### src/rtl/ddco_pkg.sv
// rtl/ddco_pkg.sv - shared constants and state encoding for the serial subtractor
//
// Purpose : holds the default operand width and the FSM state type used by
//           serial_subtractor.
// Contents: DEFAULT_WIDTH  - default operand/result width in bits
//           state_t        - IDLE / RUN / DONE state encoding
package ddco_pkg;

   localparam int DEFAULT_WIDTH = 8;

   typedef enum logic [1:0] {
      IDLE = 2'd0,
      RUN  = 2'd1,
      DONE = 2'd2
   } state_t;

endpackage : ddco_pkg

### src/rtl/fullsub.sv
// rtl/fullsub.sv - one-bit combinational full subtractor
//
// Purpose: computes one bit of x - y - bin.
// Ports  : x    in  minuend bit
//          y    in  subtrahend bit
//          bin  in  borrow in
//          d    out difference bit
//          bout out borrow out
module fullsub (
   input  logic x,
   input  logic y,
   input  logic bin,
   output logic d,
   output logic bout
);

   assign d    = x ^ y ^ bin;
   assign bout = (~x & y) | (~(x ^ y) & bin);

endmodule : fullsub

### src/rtl/serial_subtractor.sv
// rtl/serial_subtractor.sv - bit-serial unsigned subtractor, LSB first
//
// Purpose: computes (a - b) mod 2^WIDTH and the final borrow, one bit per clock.
// Ports  : clk   in  clock, rising edge
//          rst_n in  asynchronous active-low reset
//          start in  begin a subtraction (honoured in IDLE only)
//          a     in  minuend, sampled on accepted start
//          b     in  subtrahend, sampled on accepted start
//          busy  out high during the WIDTH RUN cycles
//          done  out one-cycle pulse, diff/bout valid
//          diff  out result, held until the next accepted start
//          bout  out final borrow (a < b), held like diff
module serial_subtractor
   import ddco_pkg::*;
#(
   parameter int WIDTH = DEFAULT_WIDTH
) (
   input  logic             clk,
   input  logic             rst_n,
   input  logic             start,
   input  logic [WIDTH-1:0] a,
   input  logic [WIDTH-1:0] b,
   output logic             busy,
   output logic             done,
   output logic [WIDTH-1:0] diff,
   output logic             bout
);

   localparam int CW = $clog2(WIDTH);

   state_t           state_q, state_d;
   logic [WIDTH-1:0] a_sh_q, a_sh_d;
   logic [WIDTH-1:0] b_sh_q, b_sh_d;
   logic [WIDTH-1:0] diff_q, diff_d;
   logic [CW-1:0]    cnt_q, cnt_d;
   logic             borrow_q, borrow_d;
   logic             bout_q, bout_d;
   logic             bit_d, bit_b;

   fullsub u_fullsub (
      .x    (a_sh_q[0]),
      .y    (b_sh_q[0]),
      .bin  (borrow_q),
      .d    (bit_d),
      .bout (bit_b)
   );

   // The minuend register doubles as the result register: each cycle one
   // minuend bit leaves at the LSB and one difference bit enters at the MSB.
   always_comb begin
      state_d  = state_q;
      a_sh_d   = a_sh_q;
      b_sh_d   = b_sh_q;
      diff_d   = diff_q;
      cnt_d    = cnt_q;
      borrow_d = borrow_q;
      bout_d   = bout_q;
      busy     = 1'b0;
      done     = 1'b0;

      case (state_q)
         IDLE: begin
            if (start) begin
               a_sh_d   = a;
               b_sh_d   = b;
               borrow_d = 1'b0;
               cnt_d    = '0;
               state_d  = RUN;
            end
         end

         RUN: begin
            busy     = 1'b1;
            a_sh_d   = {bit_d, a_sh_q[WIDTH-1:1]};
            b_sh_d   = {1'b0, b_sh_q[WIDTH-1:1]};
            borrow_d = bit_b;
            cnt_d    = cnt_q + 1'b1;
            if (cnt_q == CW'(WIDTH - 1)) begin
               // Last bit: publish into the held output registers so diff
               // never shows partial results while RUN is in progress.
               diff_d  = {bit_d, a_sh_q[WIDTH-1:1]};
               bout_d  = bit_b;
               cnt_d   = '0;
               state_d = DONE;
            end
         end

         DONE: begin
            done    = 1'b1;
            state_d = IDLE;
         end

         default: begin
            state_d = IDLE;
         end
      endcase
   end

   always_ff @(posedge clk or negedge rst_n) begin
      if (!rst_n) begin
         state_q  <= IDLE;
         a_sh_q   <= '0;
         b_sh_q   <= '0;
         diff_q   <= '0;
         cnt_q    <= '0;
         borrow_q <= 1'b0;
         bout_q   <= 1'b0;
      end else begin
         state_q  <= state_d;
         a_sh_q   <= a_sh_d;
         b_sh_q   <= b_sh_d;
         diff_q   <= diff_d;
         cnt_q    <= cnt_d;
         borrow_q <= borrow_d;
         bout_q   <= bout_d;
      end
   end

   assign diff = diff_q;
   assign bout = bout_q;

endmodule : serial_subtractor

### config.mk
export PLATFORM = sky130hd
export DESIGN_NAME = serial_subtractor
export DESIGN_NICKNAME = d
export VERILOG_FILES = /design/src/rtl/ddco_pkg.sv /design/src/rtl/fullsub.sv /design/src/rtl/serial_subtractor.sv
export SDC_FILE = /design/constraint.sdc
export NUM_CORES = 1
export LEC_CHECK = 0
export ABC_AREA = 1
export ABC_CLOCK_PERIOD_IN_PS = 1700
export CORE_MARGIN = 4
export CORE_UTILIZATION = 43
export CTS_CLUSTER_DIAMETER = 40
export DETAILED_ROUTE_END_ITERATION = 10
export GPL_TIMING_DRIVEN = 0
export PLACE_DENSITY = 0.68
export SLEW_MARGIN = 10
export SYNTH_ARGS = -nofsm -noshare
export SYNTH_HDL_FRONTEND = slang
export SYNTH_SLANG_ARGS = --single-unit
### constraint.sdc
create_clock -name clk -period 1.7 [get_ports clk]
set_input_delay 0.34 -clock clk [delete_from_list [all_inputs] [get_ports clk]]
set_output_delay 0.34 -clock clk [all_outputs]
set_load 0.1 [all_outputs]
# Word level (Yosys, flattened, before mapping)
# Cells that the tools add are included.
dict set report totals {
  regBits 31
  input_bits 19
  out_inout_bits 11
  elab_cells 39
}
dict set report op_classes {
  add_sub_neg 1
  eq_ne 5
  n_mux 14
  bitwise_logic 7
  reduce_logical 5
}
# cell n
set ops {}
lappend ops {{one-hot mux 8 bit (2 select lines)} 2}
lappend ops {{two-way mux 8 bit} 2}
lappend ops {{two-way mux 3 bit} 2}
lappend ops {{one-hot mux 3 bit (2 select lines)} 1}
lappend ops {{AND reduction 2 bit} 3}
lappend ops {{two-way mux 2 bit} 2}
lappend ops {{inequality test 2 bit (second input constant)} 2}
lappend ops {{one-hot mux 2 bit (2 select lines)} 1}
lappend ops {{adder 3 x 1 -> 3 bit (second input constant)} 1}
lappend ops {{equality test 3 bit (second input constant)} 1}
lappend ops {{two-way mux 1 bit} 3}
lappend ops {{bitwise AND 1 bit} 2}
lappend ops {{equality test 2 x 1 -> 1 bit (second input constant)} 1}
lappend ops {{equality test 2 bit (second input constant)} 1}
lappend ops {{logical NOT 2 bit} 1}
lappend ops {{NOT 1 bit} 2}
lappend ops {{one-hot mux 1 bit (2 select lines)} 1}
lappend ops {{nonzero test 2 bit} 1}
lappend ops {{bitwise XOR 1 bit} 2}
lappend ops {{bitwise OR 1 bit} 1}

# Depth between registers and ports, before layout
dict set report logic_depth {
  depth_word 5
  depth_mapped 7
  mapped_depth_nobuf 6
}

# Modules after synthesis
# A second synthesis with hierarchy kept.
dict set report hier_totals {
  hier_cells 191
  area_unflattened_um2 1565.3
}
# module instances cells_each area_each_um2 seq_area_each_um2
set by_module_without_submodules {}
lappend by_module_without_submodules {serial_subtractor 1 187 1534.0 775.7}
lappend by_module_without_submodules {fullsub 1 4 31.3 0.0}

# Least setup slack after synthesis
# No wires, ideal clock.
dict set report synth_path {
  path_type {register -> output}
  start {register state_q[0]}
  end {output port done}
  t_arrival_ns 1.931
  required_ns 1.360
  path_slack_ns -0.571
  stages_incl_launch_ff 4
  path_buffers 2
  path_cell_list {dfrtp_1 -> buf_4 -> buf_2 -> nor2_1}
}
dict set report synth_via {
  elab_chain_len 2
}
# element line_no
set synth_rtl {}
lappend synth_rtl {{from (decl)} serial_subtractor.sv:31} ;# state_t state_q, state_d;
lappend synth_rtl {{from (signal assigned)} serial_subtractor.sv:109} ;# state_q <= state_d;
lappend synth_rtl {{equality test 2 bit} serial_subtractor.sv:61} ;# case (state_q)
lappend synth_rtl {{two-way mux 1 bit} serial_subtractor.sv:61}
lappend synth_rtl {{to (decl)} serial_subtractor.sv:24} ;# output logic done,
# No other way between the ends.

# Final worst setup path
dict set report layout_path {
  start {register state_q[1]}
  end {output port done}
}
# Same word-level chain as after synthesis.

==> reports/summary.txt <==
Max Slew Vio Count - 0
flops & latches, synth - 31
grt total ovfl - 0
clock skew - 5.31 ps
PnR worst setup slack - 32.5 ps
RSZ-0062 raised after global routing - true
crit-path cells - inv_2 -> buf_4 -> nor2_4 -> buf_12
min Tclk post-route - 1670 ps
Synth area leaders - dfrtp_1, nand2_1, nand3_1
die width - 68.1 um
average wire per standard cell - 12.2 um
CP max stage cell - dfrtp_1
Initial Utilization - 45.5%
routability cong. - 0.820
internal power - 2.20 mW
Setup WS pre-CTS - -609 ps
CP max stage delay - 410 ps
PortBufs - 29
Clock Root Buffer - clkbuf_4
Mapped Area - 1550 um2
detailed-route wire length - 3.30 mm
Clock Power Share - 14.1%
share of cells above drive strength 1 - 21.8%
Max FO, Critical Path - 10
Yosys top cell area share - 49.9%
sw frac - 48.9%
Core Box Area - 3420 um2
Initial DRC Count - 63
Worst Setup SP - state_q[1]$_DFFE_PN0P_
first-pass GRT wire length - 5.35 mm
final hold vios - 0
fin util - 60.0%
Req. time, crit path - 1360 ps
TritonCTS clock tree - yes
Mapped Cells - 186
Worst Tran Pin Value - 689 ps
worst reg2reg path startpoint - cnt_q[0]$_DFFE_PN0P_
FF-to-FF path depth - 6
cts bufs inserted - 5
1st-pass router iterations - 4
DP HPWL - 2.35 mm
final setup fails - 0
startpoint types - flip-flop
Die Y - 68.1 um
Total GRT Usage - 16.0%
die footprint - 4640 um2
ANT cells - 0
synthesis-to-layout area growth - 31.9%
Rel. slew slack - 54.1%
Psw - 2.10 mW
initial antenna violation count - 0
worst path arrival time - 1330 ps
Peak Freq - 600 MHz
P_leak - 1.08 nW
largest net degree at the start of global routing - 32
Distinct cells, synth - 22
PD cells - 2100 nW/um2
IO Count - 30
CTS clk-pin slew, worst paths - 100 ps
DR vias - 1287
sequential share of power - 29.6%
CTS HTree Levels - 2
maximum VDD drop - 0.770 mV
Tcrit/Tclk final - 98.1%
vias in the first global route - 1220
Antenna Violating Nets Remaining - 0
crit end category - output pin
max cap viols - 0
Setup CP Type - reg -> out
Synth area leader - dfrtp_1
clk_lat worst skew - 330 ps
filler instances - 311
NumNets Final - 246
clock sinks - 31
combinational share of power - 56.4%
Hold Crit Class - in -> async
average size of a mapped cell - 8.35 um2
Vias/cell - 4.75
sequential element share of the synthesized area - 49.9%
status - complete, no violations
DR DRC count - 0
CTS max path bufs - 2
Yosys warning count - 0
Core Rows - 21
syn nets - 208
power groups by stage:
stage	Sequential, mW	Clock [mW]	Combinational (mW)
after floorplan	1.95	0	1.18
after global placement	1.26	0	2.34
after detailed placement	1.29	0	2.38
after CTS	1.27	0.625	2.39
after global routing	1.30	0.656	2.64
final	1.27	0.604	2.42
logic make-up after synthesis:
kind of cell    Yosys count  share of synthesized area, %
buf+inv                  25                          9.34
compound gates            4                          1.77
flops                    31                          49.9
fa+ha+maj                 3                          2.90
simple gates            123                          36.1
sequential cells by signal, summed over array words and instances (netlist names):
signal	count
a_sh_q	8
cnt_q	3
diff	8
b_sh_q	8
state_q	2
borrow_q	1
bout	1
stage by stage:
stage / instance area [um2] / total power [mW] / TNS [ps] / hold slack [ps] / std cells
floorplan: 1560 / 3.13 / 0 / 44.4 / 186
global placement: 1910 / 3.61 / -10660 / 458 / 261
detailed placement: 1900 / 3.67 / -2040 / 428 / 261
CTS: 2020 / 4.29 / -45.0 / 43.5 / 269
global route: 2050 / 4.60 / -9.79 / 76.7 / 271
finish: 2050 / 4.30 / 0 / 43.7 / 271
what timing repair did:
| action | CTS | global route |
|---|---|---|
| hold buffers | 0 | 0 |
| buffers inserted | 0 | 2 |
| pin swaps | 0 | 1 |
| endpoints found under the setup margin | 11 | 2 |
| gates resized for setup | 46 | 3 |
final timing paths:
path / to / slack (ps)
min in group clk: diff[5]$_DFFE_PN0P_ / 490
hold reg to reg: diff[5]$_DFFE_PN0P_ / 490
hold / removal: b_sh_q[2]$_DFFE_PN0P_ / 40
max in group asynchronous: state_q[1]$_DFFE_PN0P_ / 1220
setup / recovery: done / 30
setup reg to reg: diff[1]$_DFFE_PN0P_ / 200
metal layers:
layer,share of wire (%),vias to the layer above,global-route usage [%]
met1,43,599,20.0
met3,5.6,4,4.60
li1,-,650,-
met2,50,34,25.0
met4,0.94,0,8.19
met5,0,-,0
cells in the mapped netlist:
library cell / n
a21oi_1: 1
buf_12: 1
buf_2: 2
buf_4: 2
buf_6: 3
clkinv_1: 1
dfrtp_1: 31
fa_1: 1
ha_1: 2
inv_1: 13
inv_2: 2
inv_4: 1
nand2_1: 83
nand2_2: 5
nand2_4: 3
nand3_1: 23
nand3_2: 4
nor2_1: 3
nor2_4: 1
o21ai_0: 1
o21ai_2: 2
or2_1: 1
cell type report:
type / count / area [um2] / share of cell area (%)
multi-input combinational: 130 / 641 / 31.3
clock buffer: 6 / 51.3 / 2.50
tap: 46 / 57.6 / 2.81
inverter: 17 / 66.3 / 3.24
clock inverter: 2 / 35.0 / 1.71
timing repair buffer: 31 / 332 / 16.2
buffer: 8 / 91.3 / 4.46
sequential: 31 / 776 / 37.9
critical path: cells and delay by family (launching register included):
family	cells	cell delay, ps
buf+inv	3	540
flops	1	410
simple gates	1	50
placed cells by master (no fill, tap or decap), types with 2 or more instances in the layout:
cell type and n:
buf_12 3, clkdlybuf4s15_2 9, clkbuf_4 5, inv_1 13, dfrtp_1 31, nand2_1 83
clkdlybuf4s50_1 17, nor2_1 2, buf_6 5, nand2_4 3, buf_4 4, ha_1 2
nand3_1 23, o21ai_2 2, nor2_4 2, nand2_2 5, inv_2 2, nand3_2 4
(Power assumes the default switching activity.)
==> variant 1, RTL diff (config.mk and constraints unchanged) <==
Encoding of `state_t`: now one-hot (3 bits for 3 states).
--- a/src/rtl/ddco_pkg.sv
+++ b/src/rtl/ddco_pkg.sv
@@ -8,10 +8,10 @@
 
    localparam int DEFAULT_WIDTH = 8;
 
-   typedef enum logic [1:0] {
-      IDLE = 2'd0,
-      RUN  = 2'd1,
-      DONE = 2'd2
+   typedef enum logic [2:0] {
+      IDLE = 3'b001,
+      RUN  = 3'b010,
+      DONE = 3'b100
    } state_t;
 
 endpackage : ddco_pkg
Behaviour: no difference found for any inputs over 10 cycles, from zero or initial values and one cycle with rst_n low; not proved beyond that.
==> variant 1 against the unedited design <==
Wire length is 16% higher. Area after synthesis is 2.9% higher. Worst setup slack better by 0.028 ns. Sequential cell count is 1 higher. First-iteration DRC count is 87% higher. Total power is 25% lower. Design area is 6.6% higher. Sequential share of layout area is 1.1 points lower.
==> variant 1: results (changes against the unedited design) <==
outcome:
  status: "complete, no violations"
cts:
  cts_root_buf: "clkbuf_8"
  clock_latency_ns: 0.28  # -0.05 ns
  path_clk_slew_ns: 0.07  # -0.03 ns
pwr:
  p_sw_share_pct: 40.2  # -8.7 points
  leakagePower_nw: 1.07  # -0.46%
  ir_drop_mv: 0.700  # -9.1%
sta:
  finClkSkew_ns: 0.00520  # -0.000111 ns
  slew_headroom_pct: 53.0  # -1.1 points
yosys:
  synth_compound_area_share_pct: 3.13  # +1.4 points
  synthAdderAreaFrac_pct: 2.82  # -0.082 points
  synth_fp_nets: 218  # +4.8%
  synth_common_cells: "nand2_1 (88), dfrtp_1 (31), nand3_1 (20)"
  yosys-top-cells-area: "dfrtp_1 (49%), nand2_1 (21%), nand3_1 (6.3%)"
  synth_async_sr_flop_share_pct: 100  # unchanged
  ys_seq_area_share_pct: 50.2  # +0.24 points
  synthXorXnorAreaFrac_pct: 0  # unchanged
final_layout:
  final_layout_size_suffix_gt1_share_pct: 22.0  # +0.26 points
  n_fill_cell: 321  # +3.2%
  nNetsFinal: 266  # +8.1%
setup_path:
  r2r-start: "state_q[1]$_DFFE_PN0P_"
  critical-path-top-delay-family: "buffers and inverters"
  worstSetupEndpoint: "done"
  arrival_ns: 1.30  # -0.03 ns
  rrSetupSlack_ns: 0.15  # -0.05 ns
  worst_r2r_endpoint: "diff[6]$_DFFE_PN0P_"
  r2r_cells: 7  # +1
  critical-path-max-stage-delay_ns: 0.37  # -0.04 ns
  startpoint_type: "flop"
  critPathMaxFanout: 5  # -5
routing:
  wire_per_inst_um: 13.1  # +7.9%
  vias: 1473  # +14%
  drtIter0Drc: 118  # +87%
  firstDrtPassIters: 4  # unchanged
place:
  gp_congestion: 0.810  # -1.2%
  placed_area_um2: 1960  # +2.9%
  dp_hpwl_um: 2600  # +11%
  port_buffers: 29  # unchanged
grt:
  antenna_found_initial: 0  # unchanged
  grt_pass1_wl_um: 6330  # +18%
  track_usage_pct: 18.2  # +2.3 points
  first_global_vias: 1437  # +18%
  grt_max_degree: 33  # +3.1%
## variant 1: worst reg2reg max path: cells and delay by family (launching register included)
| family | cells | cell delay [ns] |
|---|---|---|
| AOI/OAI and AO/OA | 1 | 0.15 |
| buffers and inverters | 4 | 0.82 |
| DFF | 1 | 0.37 |
| and+or+nand+nor | 2 | 0.16 |
## variant 1: cells by family after synthesis
| family | count (synthesis) |
|---|---|
| and+or+nand+nor | 129 |
| DFF | 32 |
| buffers and inverters | 22 |
| AOI/OAI and AO/OA | 10 |
| adders and majority gates | 3 |
## variant 1: cell type report
cell class | count | area (um2) | area share, %
plain buffers | 11 | 93.8 | 4.30
flip-flops and latches | 32 | 802 | 36.7
repair buffers | 42 | 409 | 18.7
clock inverters | 2 | 10.0 | 0.458
clock buffers | 6 | 82.6 | 3.78
well taps | 46 | 57.6 | 2.63
inverters | 10 | 42.5 | 1.95
multi-input cells | 142 | 687 | 31.4
## variant 1: routing by layer
metal / vias to the layer above / part of all wire (%) / wire length, um / track usage, %
met1: 686 / 43 / 1640 / 22.5
met2: 50 / 48 / 1840 / 29.2
li1: 732 / - / - / -
met5: - / 0 / 0 / 0
met3: 5 / 7.5 / 288 / 6.16
met4: 0 / 1.4 / 54 / 7.54
## variant 1: what timing repair did
item	4_1_cts	5_1_grt
endpoints found under the setup margin	11	1
hold buffers	0	0
buffers inserted	2	11
hold endpoints to repair	0	0
resized for setup	47	5
pin swaps	1	1
## variant 1: through the flow
| step | instances | setup slack, ns | utilization, % | TNS (ns) |
|---|---|---|---|---|
| 2_1_floorplan | 196 | -0.0422 | - | -0.0422 |
| 6_report | 291 | 0.0602 | 63.0 | 0 |
| 5_1_grt | 291 | 0.00510 | 63.0 | 0 |
| 4_1_cts | 280 | 0.00161 | 60.2 | 0 |
| 3_3_place_gp | 271 | -0.675 | 56.6 | -12.29 |
| 3_5_place_dp | 271 | -0.674 | 56.5 | -2.18 |
## variant 1: power groups by stage
stage                     Sequential [mW]  Clock, mW  Combinational (mW)
after CTS                            1.18      0.612                1.32
after detailed placement             1.20          0                1.28
final                                1.18      0.598                1.44
after floorplan                      1.17          0               0.957
after global placement               1.18          0                1.24
after global routing                 1.20      0.648                1.62
## variant 1: how the worst min path moves through the flow
stage                                 end  slack (ns)  cells after the start
finish                diff[1]$_DFFE_PN0P_         0.1                      1
global route          diff[0]$_DFFE_PN0P_        0.15                      1
CTS                   diff[0]$_DFFE_PN0P_        0.13                      1
detailed placement    diff[0]$_DFFE_PN0P_        0.43                      1
global placement      diff[3]$_DFFE_PN0P_        0.48                      2
floorplan           a_sh_q[0]$_DFFE_PN0P_        0.04                      0
==> variant 2, RTL diff (same flow settings) <==
Made on the original files. Set the package constant `DEFAULT_WIDTH` to 16 (it was 8).
--- a/src/rtl/ddco_pkg.sv
+++ b/src/rtl/ddco_pkg.sv
@@ -6,7 +6,7 @@
 //           state_t        - IDLE / RUN / DONE state encoding
 package ddco_pkg;
 
-   localparam int DEFAULT_WIDTH = 8;
+   localparam int DEFAULT_WIDTH = 16;
 
    typedef enum logic [1:0] {
       IDLE = 2'd0,
Ports: changed (resized a, b and diff); port bits go from 30 to 54. The function was not compared with the original's and may differ.
==> variant 2 against the unedited design <==
Core utilization is 2.1 points lower. Count of clock-buffer cells in the layout is 2 higher. Worst setup slack better by 0.066 ns. Area after synthesis is 73% higher. Highest routed layer unchanged. Critical path type unchanged. Via count is 74% higher. First-iteration DRC count is 57% higher. Clock power is 22% higher. Largest power group unchanged. Total power is 64% higher. Design area is 69% higher. Wire length is 70% higher. Sequential cell count is 25 higher.
==> variant 2: results (changes against the unedited design) <==
place:
  port_buffers: 53  # +83%
  pre_cts_ws_ns: -0.715  # -0.106 ns
  placed_area_um2: 3340  # +75%
yosys:
  synthAdderAreaFrac_pct: 1.21  # -1.7 points
  synth_fp_nets: 381  # +83%
  synthDistinctLibCells: 21  # -4.5%
  synth_seq_cells: 56  # +81%
  synth_top_cell_area_share_pct: 52.1  # +2.2 points
  ys_seq_area_share_pct: 52.1  # +2.2 points
  yosys-top-cells-area: "dfrtp_1 (52%), nand2_1 (17%), o21ai_0 (7.8%)"
final_layout:
  nonClkBufAreaFrac_pct: 20.2  # -0.45 points
  nNetsFinal: 442  # +80%
  nNonClkInverters: 52  # +35
  final_layout_size_suffix_gt1_share_pct: 12.3  # -9.5 points
  stdcell_count: 481  # +77%
  nMultiInputCombCells: 219  # +68%
  multi_input_area_share_pct: 28.5  # -2.8 points
  clock_buffers: 8  # +2
  fin_util_pct: 57.9  # -2.1 points
  nNonClkBuffers: 71  # +82%
grt:
  grt_max_degree: 35  # +9.4%
  track_usage_pct: 16.2  # +0.18 points
  grt_pass1_wl_um: 9720  # +82%
cts:
  cts_root_buf: "clkbuf_8"
  clock_latency_ns: 0.30  # -0.03 ns
routing:
  vias: 2234  # +74%
  drtIter0Drc: 99  # +57%
pwr:
  leakagePower_nw: 1.76  # +63%
  ir_drop_mv: 1.16  # +50%
  pwr-share-comb_pct: 55.6  # -0.8 points
outcome:
  status: "complete, no violations"
sta:
  finClkSkew_ns: 0.00541  # +0.000101 ns
setup_path:
  r2r_cells: 5  # -1
  arrival_ns: 1.26  # -0.07 ns
## variant 2: cell types whose count changed after synthesis, moves of 4 or more
cell / before / now
nand3_2: 4 / 0
nand2_2: 5 / 1
clkbuf_1: 0 / 5
dfrtp_1: 31 / 56
o21ai_1: 0 / 7
nor2_1: 3 / 16
inv_1: 13 / 50
nand2_1: 83 / 122
o21ai_0: 1 / 42
## variant 2: power groups by stage
stage	registers, mW	logic [mW]	clock network [mW]
6_report	2.38	3.91	0.737
5_1_grt	2.48	4.28	0.825
4_1_cts	2.39	3.95	0.756
3_5_place_dp	2.41	3.95	0
3_3_place_gp	2.39	3.89	0
2_1_floorplan	3.76	1.61	0
## variant 2: worst max-delay path, stage by stage (launching register included)
cell and delay [ns]:
dfrtp_2 0.43, inv_2 0.07, nor2_4 0.12, buf_6 0.16
buf_12 0.18
## variant 2: path summary, 6_finish.rpt
check                                  startpoint                   end  slack, ns
max in group asynchronous                   rst_n  borrow_q$_DFFE_PN0P_       1.01
setup / recovery           state_q[0]$_DFFE_PN0P_                  busy        0.1
hold reg to reg                  bout$_DFFE_PN0P_      bout$_DFFE_PN0P_       0.50
hold / removal                              rst_n   diff[3]$_DFFE_PN0P_       0.11
setup reg to reg             cnt_q[0]$_DFFE_PN0P_   diff[8]$_DFFE_PN0P_       0.23
min in group clk                 bout$_DFFE_PN0P_      bout$_DFFE_PN0P_       0.50
## variant 2: timing repair
item,in CTS,in global routing
setup buffers,0,0
endpoints found under the setup margin,19,2
gates resized for setup,68,3
gates cloned,0,0
hold buffers,0,0
## variant 2: layer usage
metal / up-vias / GRT usage [%] / wire length (um)
met3: 6 / 2.46 / 194
met2: 33 / 27.3 / 2720
met5: - / 0 / 0
met1: 1023 / 21.3 / 2620
met4: 0 / 5.30 / 59
li1: 1172 / - / -
